File: config.mk
export PLATFORM = sky130hd
export DESIGN_NAME = mul_sequencer
export DESIGN_NICKNAME = d
export VERILOG_FILES = /design/src/rtl/alu_ctrl_pkg.sv /design/src/rtl/mul_shift_add_dp.sv /design/src/rtl/mul_sequencer.sv
export SDC_FILE = /design/constraint.sdc
export NUM_CORES = 1
export LEC_CHECK = 0
export BUFFER_PORTS_ARGS = -buffer_cell sky130_fd_sc_hd__buf_2
export CAP_MARGIN = 10
export CELL_PAD_IN_SITES_DETAIL_PLACEMENT = 1
export CELL_PAD_IN_SITES_GLOBAL_PLACEMENT = 1
export CORE_UTILIZATION = 30
export CTS_CLUSTER_SIZE = 25
export DETAILED_ROUTE_END_ITERATION = 6
export GPL_TIMING_DRIVEN = 0
export PLACE_DENSITY = 0.57
export SYNTH_ARGS = -nofsm -noshare
export SYNTH_HDL_FRONTEND = slang
export SYNTH_HIERARCHICAL = 1
export SYNTH_SLANG_ARGS = --single-unit
File: constraint.sdc
create_clock -name clk_i -period 6.65 [get_ports clk_i]
set_input_delay 0.3325 -clock clk_i [delete_from_list [all_inputs] [get_ports clk_i]]
set_output_delay 0.3325 -clock clk_i [all_outputs]
set_load 0.02 [all_outputs]
File: src/rtl/alu_ctrl_pkg.sv
// Shared ALU control codes and the multiply sequencer state encoding.
// Used by the EX-stage ALU and by mul_sequencer.
package alu_ctrl_pkg;

  localparam logic [3:0] ALU_AND  = 4'b0000;
  localparam logic [3:0] ALU_XOR  = 4'b0001;
  localparam logic [3:0] ALU_SLL  = 4'b0010;
  localparam logic [3:0] ALU_ADD  = 4'b0011;
  localparam logic [3:0] ALU_SUB  = 4'b0100;
  localparam logic [3:0] ALU_MUL  = 4'b0101;
  localparam logic [3:0] ALU_ADDI = 4'b0110;
  localparam logic [3:0] ALU_SRAI = 4'b0111;
  localparam logic [3:0] ALU_LW   = 4'b1000;
  localparam logic [3:0] ALU_SW   = 4'b1001;
  localparam logic [3:0] ALU_BEQ  = 4'b1010;

  typedef enum logic [1:0] {
    IDLE = 2'd0,
    BUSY = 2'd1,
    DONE = 2'd2
  } mul_state_e;

endpackage

File: src/rtl/mul_shift_add_dp.sv
// Shift-add multiply datapath: multiplicand, multiplier and accumulator registers
// plus the per-step partial-product adder (BITS_PER_CYCLE multiplier bits per step).
module mul_shift_add_dp import alu_ctrl_pkg::*; #(
  parameter int WIDTH          = 32,
  parameter int BITS_PER_CYCLE = 1
) (
  input  logic             clk_i,
  input  logic             rst_i,
  input  logic             i_load,
  input  logic             i_step,
  input  logic [WIDTH-1:0] i_mcand,
  input  logic [WIDTH-1:0] i_mplier,
  output logic [WIDTH-1:0] o_acc,
  output logic             o_mplierZero
);

  logic [WIDTH-1:0] r_mcand;
  logic [WIDTH-1:0] r_mplier;
  logic [WIDTH-1:0] r_acc;
  logic [WIDTH-1:0] w_partial;
  logic [WIDTH-1:0] w_mplierNext;

  // Multiplicand times the low multiplier bits, built from shifted copies; modulo 2^WIDTH.
  always_comb begin
    w_partial = '0;
    for (int b = 0; b < BITS_PER_CYCLE; b++) begin
      if (r_mplier[b]) begin
        w_partial = w_partial + (r_mcand << b);
      end
    end
  end

  assign w_mplierNext = r_mplier >> BITS_PER_CYCLE;

  always_ff @(posedge clk_i or posedge rst_i) begin
    if (rst_i) begin
      r_mcand  <= '0;
      r_mplier <= '0;
      r_acc    <= '0;
    end else if (i_load) begin
      r_mcand  <= i_mcand;
      r_mplier <= i_mplier;
      r_acc    <= '0;
    end else if (i_step) begin
      r_acc    <= r_acc + w_partial;
      r_mcand  <= r_mcand << BITS_PER_CYCLE;
      r_mplier <= w_mplierNext;
    end
  end

  assign o_acc        = r_acc;
  assign o_mplierZero = (w_mplierNext == '0);

endmodule

File: src/rtl/mul_sequencer.sv
// Multi-cycle MUL controller beside the EX-stage ALU; stalls the pipeline until the product is ready.
// Optional macro EARLY_TERM_EN: finish as soon as the remaining multiplier bits are all zero.
module mul_sequencer import alu_ctrl_pkg::*; #(
  parameter int WIDTH          = 32,
  parameter int BITS_PER_CYCLE = 1
) (
  input  logic             clk_i,
  input  logic             rst_i,
  input  logic             req_i,
  input  logic [3:0]       ALUCtrl_i,
  input  logic [WIDTH-1:0] data1_i,
  input  logic [WIDTH-1:0] data2_i,
  input  logic             flush_i,
  output logic             stall_o,
  output logic             busy_o,
  output logic             valid_o,
  output logic [WIDTH-1:0] data_o
);

  localparam int N  = WIDTH / BITS_PER_CYCLE;
  localparam int CW = (N > 1) ? $clog2(N) : 1;
`ifdef EARLY_TERM_EN
  localparam bit EARLY_TERM = 1'b1;
`else
  localparam bit EARLY_TERM = 1'b0;
`endif

  mul_state_e       r_state;
  mul_state_e       w_nextState;
  logic [CW-1:0]    r_count;
  logic [WIDTH-1:0] r_data;
  logic [WIDTH-1:0] w_acc;
  logic             w_start;
  logic             w_lastStep;
  logic             w_mplierZero;
  logic             w_load;
  logic             w_step;
  logic             w_stall;
  logic             w_busy;
  logic             w_valid;

  assign w_start    = req_i && (ALUCtrl_i == ALU_MUL) && !flush_i;
  assign w_lastStep = (r_count == CW'(N - 1)) || (EARLY_TERM && w_mplierZero);

  always_comb begin
    w_nextState = r_state;
    w_load      = 1'b0;
    w_step      = 1'b0;
    w_stall     = 1'b0;
    w_busy      = 1'b0;
    w_valid     = 1'b0;
    case (r_state)
      IDLE: begin
        if (w_start) begin
          w_load      = 1'b1;
          w_stall     = 1'b1;
          w_nextState = BUSY;
        end
      end
      BUSY: begin
        w_busy = 1'b1;
        // A flush beats completion and releases the pipeline in the same cycle.
        if (flush_i) begin
          w_nextState = IDLE;
        end else begin
          w_step  = 1'b1;
          w_stall = 1'b1;
          if (w_lastStep) begin
            w_nextState = DONE;
          end
        end
      end
      DONE: begin
        w_valid     = !flush_i;
        w_nextState = IDLE;
      end
      default: w_nextState = IDLE;
    endcase
  end

  always_ff @(posedge clk_i or posedge rst_i) begin
    if (rst_i) begin
      r_state <= IDLE;
      r_count <= '0;
      r_data  <= '0;
    end else begin
      r_state <= w_nextState;
      if (w_load) begin
        r_count <= '0;
      end else if (w_step) begin
        r_count <= r_count + CW'(1);
      end
      if (w_valid) begin
        r_data <= w_acc;
      end
    end
  end

  mul_shift_add_dp #(
    .WIDTH          (WIDTH),
    .BITS_PER_CYCLE (BITS_PER_CYCLE)
  ) u_dp (
    .clk_i        (clk_i),
    .rst_i        (rst_i),
    .i_load       (w_load),
    .i_step       (w_step),
    .i_mcand      (data1_i),
    .i_mplier     (data2_i),
    .o_acc        (w_acc),
    .o_mplierZero (w_mplierZero)
  );

  assign stall_o = w_stall;
  assign busy_o  = w_busy;
  assign valid_o = w_valid;
  // The accumulator is shown in the valid cycle; otherwise the last delivered product is held.
  assign data_o  = w_valid ? w_acc : r_data;

endmodule
==> results.json, run 1 <==
{
  "amount_of_wire_on_met2_after_detailed_routing_um": 8946,
  "critical_path.startpoint": "u_dp/r_mplier[0]",
  "highest_count_cells_in_the_layout_ignoring_fill_and_taps": "135 x dfrtp_1, 107 x buf_2, 89 x nand2_1, 80 x mux2i_1, 78 x o21ai_0",
  "tritoncts.num_buffers": 17,
  "post_drt_wl_per_cell_um": 16.51,
  "floorplan.initialDensity": 0.3064,
  "clk_path_buf_depth": 2,
  "final_layout_size_suffix_gt1_frac": 0.2237,
  "dr.first_iter.drc_count": 217,
  "cts.clk_slew.worst_paths_ns": 0.06,
  "r2r_slack_ns": 3.13,
  "worst_setup_path_start_kind": "flip-flop",
  "drcViolationCount": 0,
  "finish.utilization": 0.3717,
  "finalSetupViolations": 0,
  "cts.sink_count": 135,
  "synthesis.area_per_instance_um2": 10.28,
  "route.detailed.vias_per_inst": 4.750,
  "final_net_count": 987,
  "wl_met3_um": 888,
  "pin_count_of_the_biggest_net_entering_global_routing": 54,
  "slew-limit-headroom": 0.3710,
  "worstSetupEndpointType": "flip-flop",
  "critical_path_arrival_ns": 3.81,
  "cts_tree": "yes",
  "hold_slack_ns": 0.1213,
  "syn_nets": 859,
  "timing.clock.skew_ns": 0.009022,
  "placement.cell_area_um2": 8731,
  "num-fill-cells": 2927,
  "max_clock_freq_mhz": 284.2,
  "cts_resized": 0,
  "cts_root_buf": "clkbuf_16",
  "worstReg2RegEnd": "u_dp/o_acc[24]",
  "synthesis.area_um2": 7737,
  "fin_tns_setup_ns": 0,
  "power_density_nw_per_um2": 259.2,
  "grt_first_pass_wirelength_um": 32640,
  "worst_r2r_startpoint": "u_dp/r_mplier[0]",
  "static-leakage-power_nw": 4.325,
  "core_area_um2": 25250,
  "hold_path.class": "in -> reg",
  "cts-htree-levels": 4,
  "core.rowCount": 58,
  "worst_max_slew_pin_slew_ns": 0.9436,
  "mostFrequentLayoutCell": "dfrtp_1",
  "place.port_buffers": 106,
  "place.gp.congestion": 0.7994,
  "worstSetupPathType": "reg -> reg",
  "worst_skew_pair.late_latency_ns": 0.42,
  "antenna_found_initial": 4,
  "met1_length_um": 10210,
  "hold_viol": 0,
  "die_area_um2": 26440,
  "die_width_um": 162.6,
  "final.min_clock_period_ns": 3.518,
  "finish.instance_area_um2": 9387,
  "hpwlAfterDp_um": 15410,
  "postCtsSetupRepairBufs": 0,
  "grt.overflow.total": 0,
  "period_share": 0.5291,
  "ir_drop_uv": 146.5,
  "grt_pass1_vias": 6077,
  "vias": 5824,
  "critical_path_required_ns": 6.95,
  "worst-path-max-fanout": 10,
  "crit_path_end": "u_dp/o_acc[24]",
  "timing_max_transition_violations_final": 0,
  "postRouteAntennaNets": 0,
  "run_status": "finished clean",
  "design.portCount": 107,
  "fp.dieH_um": 162.6,
  "areaGrowthSynthToFinish_pct": 21.31,
  "grt_usage": 0.1604,
  "rsz0062_at_grt": "false",
  "ctsHoldBuffers": 1,
  "route.top_layer_used": "met5",
  "yosysWarnings": 6,
  "worst_setup_slack_before_clock_tree_synthesis_ns": 3.048,
  "worst-r2r-cell-count": 12,
  "cap_violations": 0,
  "cell_count_after_synthesis": 753,
  "setup_slack_ns": 3.132,
  "wl_um": 20240,
  "drt-pass1-iter-count": 4
}
[power by group]
part           switching [W]  internal (W)
Clock               0.000367      0.000656
Combinational       0.000198      0.000168
Sequential         0.0000951      0.000950
Total               0.000660       0.00177
[cell type report]
cell class | count | area [um2] | area share
Tap cell | 330 | 412.9 | 0.04399
Buffer | 44 | 237.7 | 0.02533
Inverter | 12 | 47.55 | 0.005065
Clock buffer | 20 | 466.7 | 0.04972
Clock inverter | 12 | 173.9 | 0.01853
Sequential cell | 135 | 3378 | 0.3599
Multi-Input combinational cell | 562 | 4076 | 0.4343
Antenna cell | 2 | 5.005 | 0.0005332
Timing Repair Buffer | 109 | 588.1 | 0.06265
[stage by stage]
stage	total power [W]	instances
floorplan	0.001298	753
global placement	0.001415	1189
detailed placement	0.001432	1191
CTS	0.002477	1224
global route	0.002579	1224
finish	0.002433	1226
[worst min-delay path by stage]
stage / endpoint / slack, ns / from / cells after the start
global placement: r_data[28] / 0.48 / r_data[28] / 1
floorplan: u_dp/r_mplier[30] / 0.45 / data2_i[30] / 2
finish: u_dp/r_mplier[21] / 0.12 / data2_i[21] / 3
detailed placement: r_data[7] / 0.33 / rst_i / 2
CTS: u_dp/r_mplier[23] / 0.1 / data2_i[23] / 3
global route: u_dp/r_mplier[12] / 0.11 / data2_i[12] / 3
[worst max-delay path, cell delays in order, from the launching register on]
cell,delay [ns]
dfrtp_1,0.50
clkbuf_1,0.37
nand2_1,0.16
fa_1,0.45
nor2b_1,0.12
o21ai_0,0.12
a21o_1,0.27
a211oi_2,0.29
o211ai_2,0.20
a21oi_2,0.31
a311oi_2,0.16
and3_1,0.20
a211o_1,0.22
[flip-flops by register name (all words and copies together), names as in the netlist]
name / cells
u_dp/r_mplier: 32
u_dp/o_acc: 32
r_state: 2
u_dp/r_mcand: 32
r_count: 5
r_data: 32
[per-layer routing]
layer	track usage	vias up
met2	0.2481	88
met1	0.2202	2793
met4	0.03951	4
met3	0.04482	14
met5	0	-
li1	-	2925
Power figures use the tool's default switching activity.
==> inputs of run 2 (changes only) <==
Clock period 6.65 ns to 3.6 ns, I/O delays scaled along.
==> run 2 against run 1 <==
  * Combinational power rose by 100%
  * Cell count rose by 5.2%
  * Clock skew fell by 0.00080 ns
  * Worst setup slack got worse by 2.9 ns
==> results.json, run 2 (same netlist as run 1, synthesis figures left out) <==
{
  "fp.dieH_um": 162.6,
  "postRouteAntennaNets": 0,
  "finish.instance_area_um2": 10040,
  "die_area_um2": 26440,
  "cts_tree": "yes",
  "power_report.internal_total_w": 0.003321,
  "timing_max_transition_violations_final": 0,
  "grt.overflow.total": 0,
  "max_clock_freq_mhz": 296.9,
  "finalSetupViolations": 0,
  "final_net_count": 1053,
  "min_delay_path_depth": 4,
  "grt_pass1_vias": 6418,
  "post_drt_wl_per_cell_um": 16.20,
  "timing.clock.skew_ns": 0.008224,
  "power_density_nw_per_um2": 453.2,
  "placement.cell_area_um2": 8731,
  "worstSetupPathType": "reg -> reg",
  "hold_viol": 0,
  "cts.clk_slew.worst_paths_ns": 0.06,
  "period_share": 0.9355,
  "power_frac_seq": 0.424,
  "wl_um": 20900,
  "hold_slack_ns": 0.1749,
  "cap_violations": 0,
  "core_area_um2": 25250,
  "num-fill-cells": 2896,
  "antenna_found_initial": 0,
  "drcViolationCount": 0,
  "cts_root_buf": "clkbuf_16",
  "register_area_um2": 3378,
  "worstSetupEndpointType": "flip-flop",
  "setup_slack_ns": 0.2321,
  "n_antenna_cell": 0,
  "place.port_buffers": 106,
  "floorplan.initialDensity": 0.3064,
  "critical_path_required_ns": 3.90,
  "cts.sink_count": 135,
  "multi_input_comb_area_um2": 4081,
  "cts-htree-levels": 4,
  "static-leakage-power_nw": 4.606,
  "ir_drop_uv": 270.8,
  "mostFrequentLayoutCell": "dfrtp_1",
  "share_of_power_burned_in_the_clock_network": 0.415,
  "hpwlAfterDp_um": 15410,
  "worst_skew_pair.late_latency_ns": 0.42,
  "pwr-share-comb": 0.161,
  "tritoncts.num_buffers": 17,
  "r2r_slack_ns": 0.23,
  "power_switching_share": 0.2704,
  "hold_path.class": "in -> reg",
  "route.detailed.vias_per_inst": 4.719,
  "worst_setup_path_start_kind": "flip-flop",
  "worst_max_slew_pin_slew_ns": 0.9460,
  "areaGrowthSynthToFinish_pct": 29.80,
  "worst_setup_slack_before_clock_tree_synthesis_ns": -0.002425,
  "clk_path_buf_depth": 2,
  "worst-path-max-fanout": 10,
  "p_sw_w": 0.001231,
  "final_layout_size_suffix_gt1_frac": 0.2125,
  "design.portCount": 107,
  "dr.first_iter.drc_count": 242,
  "worst-r2r-cell-count": 12,
  "run_status": "finished clean",
  "place.gp.congestion": 0.7994,
  "slew-limit-headroom": 0.3693,
  "pin_count_of_the_biggest_net_entering_global_routing": 54,
  "critical_path_arrival_ns": 3.66,
  "vias": 6087,
  "highest_count_cells_in_the_layout_ignoring_fill_and_taps": "135 x dfrtp_1, 107 x buf_2, 89 x nand2_1, 80 x mux2i_1, 78 x o21ai_0",
  "die_width_um": 162.6,
  "drt-pass1-iter-count": 4,
  "core.rowCount": 58,
  "grt_usage": 0.1665,
  "grt_first_pass_wirelength_um": 34140,
  "rsz0062_at_grt": "false",
  "final.min_clock_period_ns": 3.368
}
## run 2: cell types whose count changed in the layout (fill, tap and decap cells not counted), sizes merged
cell,change
buf,+2
diode,-2
dlygate4sd3,+64
## run 2: final cells by class
class	count	area share
Timing Repair Buffer	175	0.1238
Tap cell	330	0.04111
Buffer	44	0.02379
Clock buffer	20	0.04647
Sequential cell	135	0.3364
Multi-Input combinational cell	562	0.4064
Inverter	12	0.004734
Clock inverter	12	0.01732
## run 2: worst paths after layout
kind | endpoint | startpoint
max in group asynchronous | u_dp/r_mcand[13] | rst_i
setup / recovery | u_dp/o_acc[24] | u_dp/r_mplier[0]
hold / removal | r_count[3] | flush_i
hold reg to reg | r_data[28] | r_data[28]
min in group asynchronous | r_data[7] | rst_i
setup reg to reg | u_dp/o_acc[24] | u_dp/r_mplier[0]
## run 2: power groups by stage
stage	combinational, W	sequential [W]	clock [W]
floorplan	0.000507	0.00189	0
global placement	0.000662	0.00195	0
detailed placement	0.000684	0.00196	0
CTS	0.000741	0.00194	0.00195
global route	0.000841	0.00197	0.00202
finish	0.000732	0.00193	0.00189
## run 2: routing by layer
| metal | global-route usage | up-vias | routed length [um] | part of all wire |
|---|---|---|---|---|
| met2 | 0.2665 | 93 | 9559 | 0.46 |
| li1 | - | 3053 | - | - |
| met1 | 0.2291 | 2929 | 10520 | 0.50 |
| met3 | 0.03489 | 12 | 638 | 0.031 |
| met4 | 0.03951 | 0 | 181 | 0.0087 |
| met5 | 0 | - | 0 | 0 |
## run 2: stage by stage
stage                 TNS, ns  total power [W]  utilization  std cells
floorplan                   0         0.002398            -        753
global placement       -60.79         0.002613       0.3437       1189
detailed placement  -0.002425         0.002645       0.3457       1191
CTS                         0         0.004630       0.3969       1288
global route                0         0.004829       0.3977       1290
finish                      0         0.004552       0.3977       1290
## run 2: critical path, stage by stage, from the launching register on
cell and delay (ns):
dfrtp_1 0.50, clkbuf_2 0.28, nand2_1 0.12, fa_1 0.44
nor2b_1 0.12, o21ai_0 0.12, a21o_1 0.27, a211oi_2 0.29
o211ai_2 0.20, a21oi_2 0.32, a311oi_2 0.16, and3_1 0.21
a211o_1 0.22
## run 2: repair_timing
item,4_1_cts,5_1_grt
buffers inserted,0,2
hold endpoints to repair,125,0
hold buffers,65,0
endpoints found under the setup margin,4,5
pin swaps,0,1
resized for setup,1,1
cloned,0,0
==> inputs of run 3 (changes only) <==
Settings changed: CORE_ASPECT_RATIO from default to 1.4, RECOVER_POWER from default to 25.
==> run 3 against run 2 <==
  * The flow now finishes with violations (max-capacitance violations, max-slew violations)
  * Non-clock buffer count decreased by 5
  * Global-route usage increased by 1.6 points
  * Sequential share of layout area increased by 0.44 points
  * Utilization decreased by 0.71 points
  * Critical path depth decreased by 1
  * Power decreased by 0.36%
  * Clock power about the same
  * Register-to-register slack got worse by 0.08 ns
==> results.json, run 3 (same netlist as run 1, synthesis figures left out) <==
{
  "place.gp.congestion": 0.7936,
  "die_area_um2": 26450,
  "ir_drop_uv": 280.8,
  "static-leakage-power_nw": 4.557,
  "timing_max_transition_violations_final": 99,
  "cts-htree-levels": 4,
  "worst-r2r-cell-count": 11,
  "clk_path_buf_depth": 2,
  "register_area_um2": 3378,
  "grt_pass1_vias": 6924,
  "cts_tree": "yes",
  "setup_slack_ns": 0.1536,
  "hold_path.class": "in -> reg",
  "critPathSlowestCell": "a2111oi_1",
  "fp.dieH_um": 192.0,
  "postCtsSetupRepairBufs": 0,
  "grt_usage": 0.1823,
  "mostFrequentLayoutCell": "dfrtp_1",
  "critical_path_required_ns": 3.91,
  "grt.overflow.total": 0,
  "worst-path-max-fanout": 10,
  "highest_count_cells_in_the_layout_ignoring_fill_and_taps": "135 x dfrtp_1, 106 x buf_2, 89 x nand2_1, 80 x mux2i_1, 78 x o21ai_0",
  "die_width_um": 137.7,
  "failed_checks": "max-capacitance violations, max-slew violations",
  "pin_count_of_the_biggest_net_entering_global_routing": 63,
  "final_layout_size_suffix_gt1_frac": 0.2034,
  "finish.utilization": 0.3906,
  "postRouteAntennaNets": 0,
  "crit_path_cell_trace": "clkbuf_2 -> and2_1 -> ha_1 -> buf_6 -> a2111oi_1 -> a211oi_2 -> o211ai_2 -> a21oi_2 -> a311oi_2 -> nor3b_1 -> a211o_1",
  "drt-pass1-iter-count": 4,
  "period_share": 0.9573,
  "place.port_buffers": 106,
  "timing.clock.skew_ns": 0.01034,
  "hold_viol": 0,
  "antenna_found_initial": 0,
  "worst_skew_pair.late_latency_ns": 0.43,
  "cts.sink_count": 135,
  "floorplan.initialDensity": 0.3048,
  "critical_path_arrival_ns": 3.76,
  "worst_max_slew_pin_slew_ns": 1.646,
  "cap_violations": 2,
  "worstSetupEndpointType": "flip-flop",
  "areaGrowthSynthToFinish_pct": 28.12,
  "num-fill-cells": 2926,
  "final.min_clock_period_ns": 3.446,
  "run_status": "complete, but fails checks",
  "n_antenna_cell": 0,
  "multi_input_comb_area_um2": 4076,
  "slew-limit-headroom": -0.1036,
  "wl_um": 22460,
  "finalSetupViolations": 0,
  "design.portCount": 107,
  "vias": 6226,
  "critical-path-max-stage-delay_ns": 0.56,
  "max_clock_freq_mhz": 290.2,
  "power_density_nw_per_um2": 457.5,
  "core_area_um2": 25380,
  "final_net_count": 1048,
  "cts.clk_slew.worst_paths_ns": 0.06,
  "rsz0062_at_grt": "true",
  "post_drt_wl_per_cell_um": 17.64,
  "worstSetupPathType": "reg -> reg",
  "pnr_total_power_w": 0.004536,
  "hpwlAfterDp_um": 16310,
  "min_delay_path_depth": 3,
  "cts_root_buf": "clkbuf_16",
  "worst_setup_path_start_kind": "flip-flop",
  "drcViolationCount": 0,
  "tritoncts.num_buffers": 17,
  "worst_setup_slack_before_clock_tree_synthesis_ns": -0.002401,
  "route.detailed.vias_per_inst": 4.891,
  "grt_first_pass_wirelength_um": 36280,
  "core.rowCount": 69,
  "dr.first_iter.drc_count": 207
}
-- run 3: changes by cell type in the layout (fill, tap and decap cells not counted), moves of 2 or more --
cell           previous run  this run
clkbuf_1                 34        38
clkinvlp_4                4         1
dlygate4sd3_1            65        62
buf_4                     2         0
clkbuf_2                  1         3
-- run 3: repair_timing --
action	CTS	global route
hold endpoints to repair	112	0
pin swaps	0	1
hold buffers	62	0
setup endpoints to repair	4	6
gates resized for setup	1	4
-- run 3: metal layers --
layer	GRT usage	up-vias	routed length, um
met2	0.3380	79	12110
met1	0.2090	3105	9523
met4	0.05769	0	336
met3	0.02982	19	486
li1	-	3023	-
met5	0	-	0
-- run 3: critical path, delay by kind of cell, from the launching register on --
kind                     cells  cell delay (ns)
AO/OA/AOI/OAI                6             1.93
flip-flops                   1             0.46
buffers and inverters        2             0.38
adder cells (fa/ha/maj)      1             0.28
AND/OR/NAND/NOR              2             0.27
-- run 3: path summary, 6_finish.rpt --
kind	startpoint	endpoint	slack, ns
max	u_dp/r_mplier[0]	u_dp/o_acc[24]	0.15
min	data2_i[0]	u_dp/r_mplier[0]	0.02
max reg2reg	u_dp/r_mplier[0]	u_dp/o_acc[24]	0.15
min reg2reg	r_data[6]	r_data[6]	0.49
max in group asynchronous	rst_i	u_dp/r_mplier[29]	0.64
min in group asynchronous	rst_i	r_data[14]	0.46
-- run 3: layout make-up --
class                           instances  share of cell area
Sequential cell                       135              0.3408
Timing Repair Buffer                  170              0.1169
Clock inverter                          8             0.01477
Tap cell                              319             0.04026
Buffer                                 44             0.02423
Multi-Input combinational cell        562              0.4112
Inverter                               12            0.004670
Clock buffer                           23             0.04720
-- run 3: metrics by stage --
| stage | setup TNS, ns | instances | hold WS [ns] | instance area, um2 |
|---|---|---|---|---|
| 6_report | 0 | 1273 | 0.02152 | 9913 |
| 5_1_grt | -0.0007252 | 1273 | 0.02468 | 9913 |
| 4_1_cts | 0 | 1273 | 0.009232 | 9953 |
| 3_5_place_dp | -0.002401 | 1180 | 0.2736 | 8717 |
| 3_3_place_gp | -56.20 | 1178 | 0.3930 | 8667 |
| 2_1_floorplan | 0 | 753 | 0.2968 | 7737 |
-- run 3: power breakdown --
part | switching [W] | leakage [nW] | internal [W]
registers | 0.000177 | 1.81 | 0.00175
clock network | 0.000682 | 0.297 | 0.00119
logic | 0.000381 | 2.45 | 0.000350
total | 0.00124 | 4.56 | 0.00330
